`src/rtl/counter_updown.sv`:
```
// Up/down counter over [LOWER, UPPER] with runtime direction/step, clamped load, wrap or saturate.
// Latency: one cycle from sampled inputs to value_o/event_o; at_upper_o/at_lower_o decode value_o directly.
// Backpressure: none; ena_i may stay high indefinitely for one step per cycle.
//
// Ports: clk_i, rst_i (sync, active-high), ena_i, dir_i (1=up), step_i[STEP_WIDTH],
//        load_i, load_value_i[WIDTH], value_o[WIDTH], at_upper_o, at_lower_o, event_o.
// Build option: define COUNTER_UPDOWN_LOAD_EN to include the load path; otherwise
//        load_i/load_value_i are accepted but ignored and priority is rst_i > ena_i.
module counter_updown #(
    parameter int LOWER      = 0,
    parameter int UPPER      = 255,
    parameter int WRAPAROUND = 0,
    parameter int INIT_VALUE = 0,
    parameter int STEP_WIDTH = 1,
    localparam int WIDTH     = (UPPER < 2) ? 1 : $clog2(UPPER + 1)
) (
    input  logic                  clk_i,
    input  logic                  rst_i,
    input  logic                  ena_i,
    input  logic                  dir_i,
    input  logic [STEP_WIDTH-1:0] step_i,
    input  logic                  load_i,
    input  logic [WIDTH-1:0]      load_value_i,
    output logic [WIDTH-1:0]      value_o,
    output logic                  at_upper_o,
    output logic                  at_lower_o,
    output logic                  event_o
);

    // Arithmetic is wide enough that count + step + range never truncates.
    localparam int AW = WIDTH + STEP_WIDTH + 1;

    localparam logic [AW-1:0]    LOWER_A = AW'(LOWER);
    localparam logic [AW-1:0]    UPPER_A = AW'(UPPER);
    localparam logic [AW-1:0]    RANGE_A = AW'(UPPER - LOWER + 1);
    localparam logic [WIDTH-1:0] LOWER_W = WIDTH'(LOWER);
    localparam logic [WIDTH-1:0] UPPER_W = WIDTH'(UPPER);

    // Declaration initialiser gives the power-up value; reset goes to LOWER instead.
    logic [WIDTH-1:0] value_q = WIDTH'(INIT_VALUE);
    logic [WIDTH-1:0] value_d;
    logic             event_q;
    logic             event_d;

    logic [AW-1:0] cnt_a;
    logic [AW-1:0] step_a;
    logic [AW-1:0] sum_a;
    logic          up_over;
    logic          dn_under;

    assign cnt_a  = AW'(value_q);
    assign step_a = AW'(step_i);
    assign sum_a  = cnt_a + step_a;

    assign up_over  = (sum_a > UPPER_A);
    // count - step < LOWER, rearranged so nothing goes negative.
    assign dn_under = (cnt_a < (LOWER_A + step_a));

`ifdef COUNTER_UPDOWN_LOAD_EN
    logic [AW-1:0]    load_a;
    logic [WIDTH-1:0] load_clamped;

    assign load_a = AW'(load_value_i);

    // "below LOWER" written as +1 <= LOWER so it stays a real compare when LOWER is 0.
    always_comb begin
        load_clamped = load_value_i;
        if ((load_a + AW'(1)) <= LOWER_A) begin
            load_clamped = LOWER_W;
        end else if (load_a > UPPER_A) begin
            load_clamped = UPPER_W;
        end
    end
`else
    logic unused_load;
    assign unused_load = ^{load_i, load_value_i};
`endif

    always_comb begin
        value_d = value_q;
        event_d = 1'b0;
        if (ena_i) begin
            if (dir_i) begin
                if (up_over) begin
                    event_d = 1'b1;
                    value_d = (WRAPAROUND != 0) ? WIDTH'(sum_a - RANGE_A) : UPPER_W;
                end else begin
                    value_d = WIDTH'(sum_a);
                end
            end else begin
                if (dn_under) begin
                    event_d = 1'b1;
                    value_d = (WRAPAROUND != 0) ? WIDTH'(cnt_a + RANGE_A - step_a) : LOWER_W;
                end else begin
                    value_d = WIDTH'(cnt_a - step_a);
                end
            end
        end
`ifdef COUNTER_UPDOWN_LOAD_EN
        // Load overrides any step taken in the same cycle.
        if (load_i) begin
            value_d = load_clamped;
            event_d = 1'b0;
        end
`endif
    end

    always_ff @(posedge clk_i) begin
        if (rst_i) begin
            value_q <= LOWER_W;
            event_q <= 1'b0;
        end else begin
            value_q <= value_d;
            event_q <= event_d;
        end
    end

    assign value_o    = value_q;
    assign event_o    = event_q;
    assign at_upper_o = (value_q == UPPER_W);
    assign at_lower_o = (value_q == LOWER_W);

endmodule

```
`config.mk`:
```
export PLATFORM = sky130hd
export DESIGN_NAME = counter_updown
export DESIGN_NICKNAME = d
export VERILOG_FILES = /design/src/rtl/counter_updown.sv
export SDC_FILE = /design/constraint.sdc
export NUM_CORES = 1
export LEC_CHECK = 0
export ABC_AREA = 1
export CORE_ASPECT_RATIO = 1.1
export CORE_MARGIN = 5
export CORE_UTILIZATION = 49
export CTS_CLUSTER_SIZE = 30
export DETAILED_ROUTE_END_ITERATION = 8
export DONT_BUFFER_PORTS = 1
export PLACE_DENSITY = 0.69
export SKIP_LAST_GASP = 1
export SLEW_MARGIN = 10
export SYNTH_ARGS = -nofsm -noshare
export SYNTH_HDL_FRONTEND = slang
export SYNTH_SLANG_ARGS = --single-unit
```
`constraint.sdc`:
```
create_clock -name clk_i -period 1.7 [get_ports clk_i]
set_input_delay 0.255 -clock clk_i [delete_from_list [all_inputs] [get_ports clk_i]]
set_output_delay 0.255 -clock clk_i [all_outputs]
set_load 0.05 [all_outputs]
```
# After elaboration in Yosys (flattened, before gate mapping)
# Index checks and enable logic that the tools add are counted.
[word_totals] ff_bits=9 in_bits=14 wordCells=16
[op_classes] add_sub_neg=2 n_lt_le_gt_ge=2 n_eq_ne=1 muxes=6 n_bitwise=1 reduce_logical=2
[ops] op="2-to-1 mux 8 bit" count=3
[ops] op="adder 8 x 1 -> 9 bit" count=1
[ops] op="greater-than comparator 9 x 8 -> 1 bit, second input constant" count=1
[ops] op="== test 8 bit, second input constant" count=1
[ops] op="logical NOT 8 bit" count=1
[ops] op="< comparator 8 x 1 -> 1 bit" count=1
[ops] op="subtractor 8 x 1 -> 8 bit" count=1
[ops] op="2-to-1 mux 1 bit" count=3
[ops] op="OR reduction 2 bit" count=1
[ops] op="inverter 1 bit" count=1

# Depth between registers and ports, before layout
[depth] ltp_word=4 mapped_depth=10 ltp_nobuf=10

# Worst setup path after synthesis
# Ideal clock, no wire load.
[synth_path] path_kind="register -> output" from="reg value_q[5] (netlist: value_o[5])" to="out at_upper_o" arrival_ns=2.496 required_time_ns=1.445 setup_slack_ns=-1.051 stages_incl_launch_ff=5 path_buffers=0 path_cell_list="dfxtp_1 > nand2_2 > nor2_2 > inv_1 > nor4_1"
[synth_via] elab_chain_len=1
[synth_lines] item="start, declared" line="40" text="logic [WIDTH-1:0] value_q = WIDTH'(INIT_VALUE);"
[synth_lines] item="start signal, assigned" line="113" text="value_q <= value_d;"
[synth_lines] item="== test 8 bit" line="120" text="assign at_upper_o = (value_q == UPPER_W);"
[synth_lines] item="end, declared" line="25" text="output logic at_upper_o,"
# No other way between the ends.

# Worst setup path after layout
[layout_path] from="reg value_q[4] (netlist: value_o[4])" to="out at_lower_o"
[layout_via] elab_chain_len=1
[layout_lines] item="logical NOT 8 bit" line="121" text="assign at_lower_o = (value_q == LOWER_W);"
[layout_lines] item="end, declared" line="26" text="output logic at_lower_o,"
# No other way between the ends.

==> results_dict.tcl <==
set metrics [dict create \
    run_status "completed" \
    cts_tree "done" \
    cts_max_path_buffers 2 \
    start_kind "flop" \
    clk_latency_ns 0.26 \
    synthTopCellsByCount "27 x nand2_1, 15 x nand3_1, 14 x inv_1, 14 x nor2_1, 11 x a21oi_1" \
    yosysTopAreaCell "dfxtp_1" \
    synth_nets 149 \
    arrival_ns 1.37 \
    via_per_inst 5.58 \
    io_buffer_count 0 \
    power.density_mw_per_mm2 725 \
    crit_chain "nor2_2 > nand2_2 > nor4_4 > buf_12" \
    drv_cap 0 \
    synth_edf_count 0 \
    final_antenna_net_count 0 \
    synth_warnings 0 \
    synth-seq-area-share_pct 22.6 \
    dpl_worst_slack_ns 0.127 \
    cpMaxStageDelayCell "dfxtp_2" \
    path_max_fanout 5 \
    critical-path-top-delay-family "simple AND/OR/NAND/NOR gates" \
    dp_hpwl_um 1660 \
    rsz0062_at_grt "false" \
    clkSinkCount 9 \
    clkTransAtPathRegs_ns 0.07 \
    async_reset_ff_share_pct 0 \
    final_nets 163 \
    fin_hold_ws_ns 0.0452 \
    synth_ff_type "dfxtp_1" \
    yosys_register_bits 9 \
    rows 15 \
    crit_type "reg -> out" \
    wirelength_um 2030 \
    finalSetupViolCount 0 \
    wl_per_cell_um 12.6 \
    leakagePower_nw 0.456 \
    place_area_um2 945 \
    antenna_found_initial 0 \
    crit_buf_inv 1 \
    worst-slew-pin-transition_ns 0.482 \
    yosysMostFrequentCell "nand2_1" \
    hp-class "in -> reg" \
    grt_overflow 0 \
    endpoint_kind "output port" \
    grt_pass1_wl_um 3620 \
    period_share_pct 95.6 \
    final_hold_viol_count 0 \
    antennaDiodeCount 0 \
    synth_area_per_cell_um2 6.07 \
    required_ns 1.44 \
    grt_max_degree 9 \
    grt_use_total_pct 17.7 \
    num_io_pins 25 \
    post_cts_buffers 0 \
    syn_to_final_growth_pct 23.1 \
    cts_buffers 3 \
    peakVddDrop_mv 0.488 \
    drive_above_1_share_pct 27.1 \
    fp.dieH_um 52.3 \
    timing.fmax_mhz 615 \
    p_total_mw 0.710 \
    dr.pass1.iters 4 \
    relSlewSlack_pct 67.8 \
    slowest_delay_ns 0.35 \
    grt_pass1_vias 800 \
    skew_ns 0.000512 \
    synth_top_area_share_pct 22.6 \
    htree_levels 1 \
    gp_congestion 0.926 \
    die_x_um 48.4 \
    cts_root_buffer "clkbuf_4" \
    cts_hold_buffers 0 \
    drt_iter0_drc 31 \
    start_util_pct 51.1 \
    fin_ws_ns 0.0746 \
    dr_total_vias 898 \
    synth_cell_type_count 22 \
    die_area_mm2 0.00253 \
    slew_violations 0 \
    finalInstanceArea_um2 980 \
    syn_inst 131 \
    netlist_area_um2 796 \
    drc 0 \
    fin_util_pct 62.9 \
    coreArea_mm2 0.00156 \
    synth_area_leaders "dfxtp_1 23%, nand2_1 13%, nand3_1 9.4%, a21oi_1 6.9%, inv_1 6.6%" \
    finalCriticalPeriod_ns 1.63 \
]
==> sequential cells by signal, summed over array words and instances, names as in the netlist <==
name	cells
event_o	1
value_o	8
==> metrics by stage <==
| step | setup TNS (ns) | instances |
|---|---|---|
| after floorplan | -0.191 | 131 |
| after global placement | 0 | 157 |
| after detailed placement | 0 | 157 |
| after CTS | 0 | 161 |
| after global routing | 0 | 161 |
| final | 0 | 161 |
==> worst register-to-register path, delay by kind of cell, from the launching register on <==
kind	cells	cell delay (ns)
buf+inv	1	0.07
simple gates	3	0.36
fa+ha+maj	2	0.46
compound gates	2	0.19
flops	1	0.36
==> kinds of logic after synthesis <==
logic type,share of synthesized area (%)
simple gates,42.1
buf+inv,11.9
compound gates,14.8
flops,22.6
fa+ha+maj,6.29
xor+xnor,2.20
==> metal layers <==
metal | vias up | part of all wire, % | global-route usage, %
li1 | 455 | - | -
met1 | 397 | 46 | 23.1
met2 | 41 | 46 | 29.3
met3 | 5 | 7.7 | 3.99
met4 | 0 | 0.94 | 4.15
met5 | - | 0 | 0
==> layout by cell type, fill, tap and decap left out, types with 4 or more instances in the layout <==
master	n
nand2_1	27
nand3_1	15
inv_1	14
nor2_1	13
a21oi_1	11
buf_4	9
o21ai_0	7
dfxtp_2	5
inv_2	4
nand2_2	4
nor2_2	4
==> what timing repair did <==
action	4_1_cts	5_1_grt
gates cloned	0	0
endpoints found under the setup margin	1	5
pin swaps	0	1
gates resized for setup	1	4
==> power by group <==
group	internal, mW	switching [mW]
sequential	0.228	0.0289
clock	0.0908	0.0846
combinational	0.0954	0.182
total	0.415	0.296
==> path summary, 6_finish.rpt <==
kind	start	to	slack [ns]	depth (start not counted)
setup reg to reg	value_o[0]	value_o[0]	0.15	8
hold reg to reg	value_o[7]	value_o[7]	0.59	2
hold / removal	rst_i	event_o	0.05	1
setup / recovery	value_o[4]	at_lower_o	0.07	4
==> cell type report <==
type | count | area, um2
clock buffers | 4 | 26.3
fillers | 153 | 578
inverters | 21 | 78.8
multi-input cells | 99 | 556
flip-flops and latches | 9 | 190
well taps | 17 | 21.3
repair buffers | 11 | 108
Power figures use the tool's default switching activity.
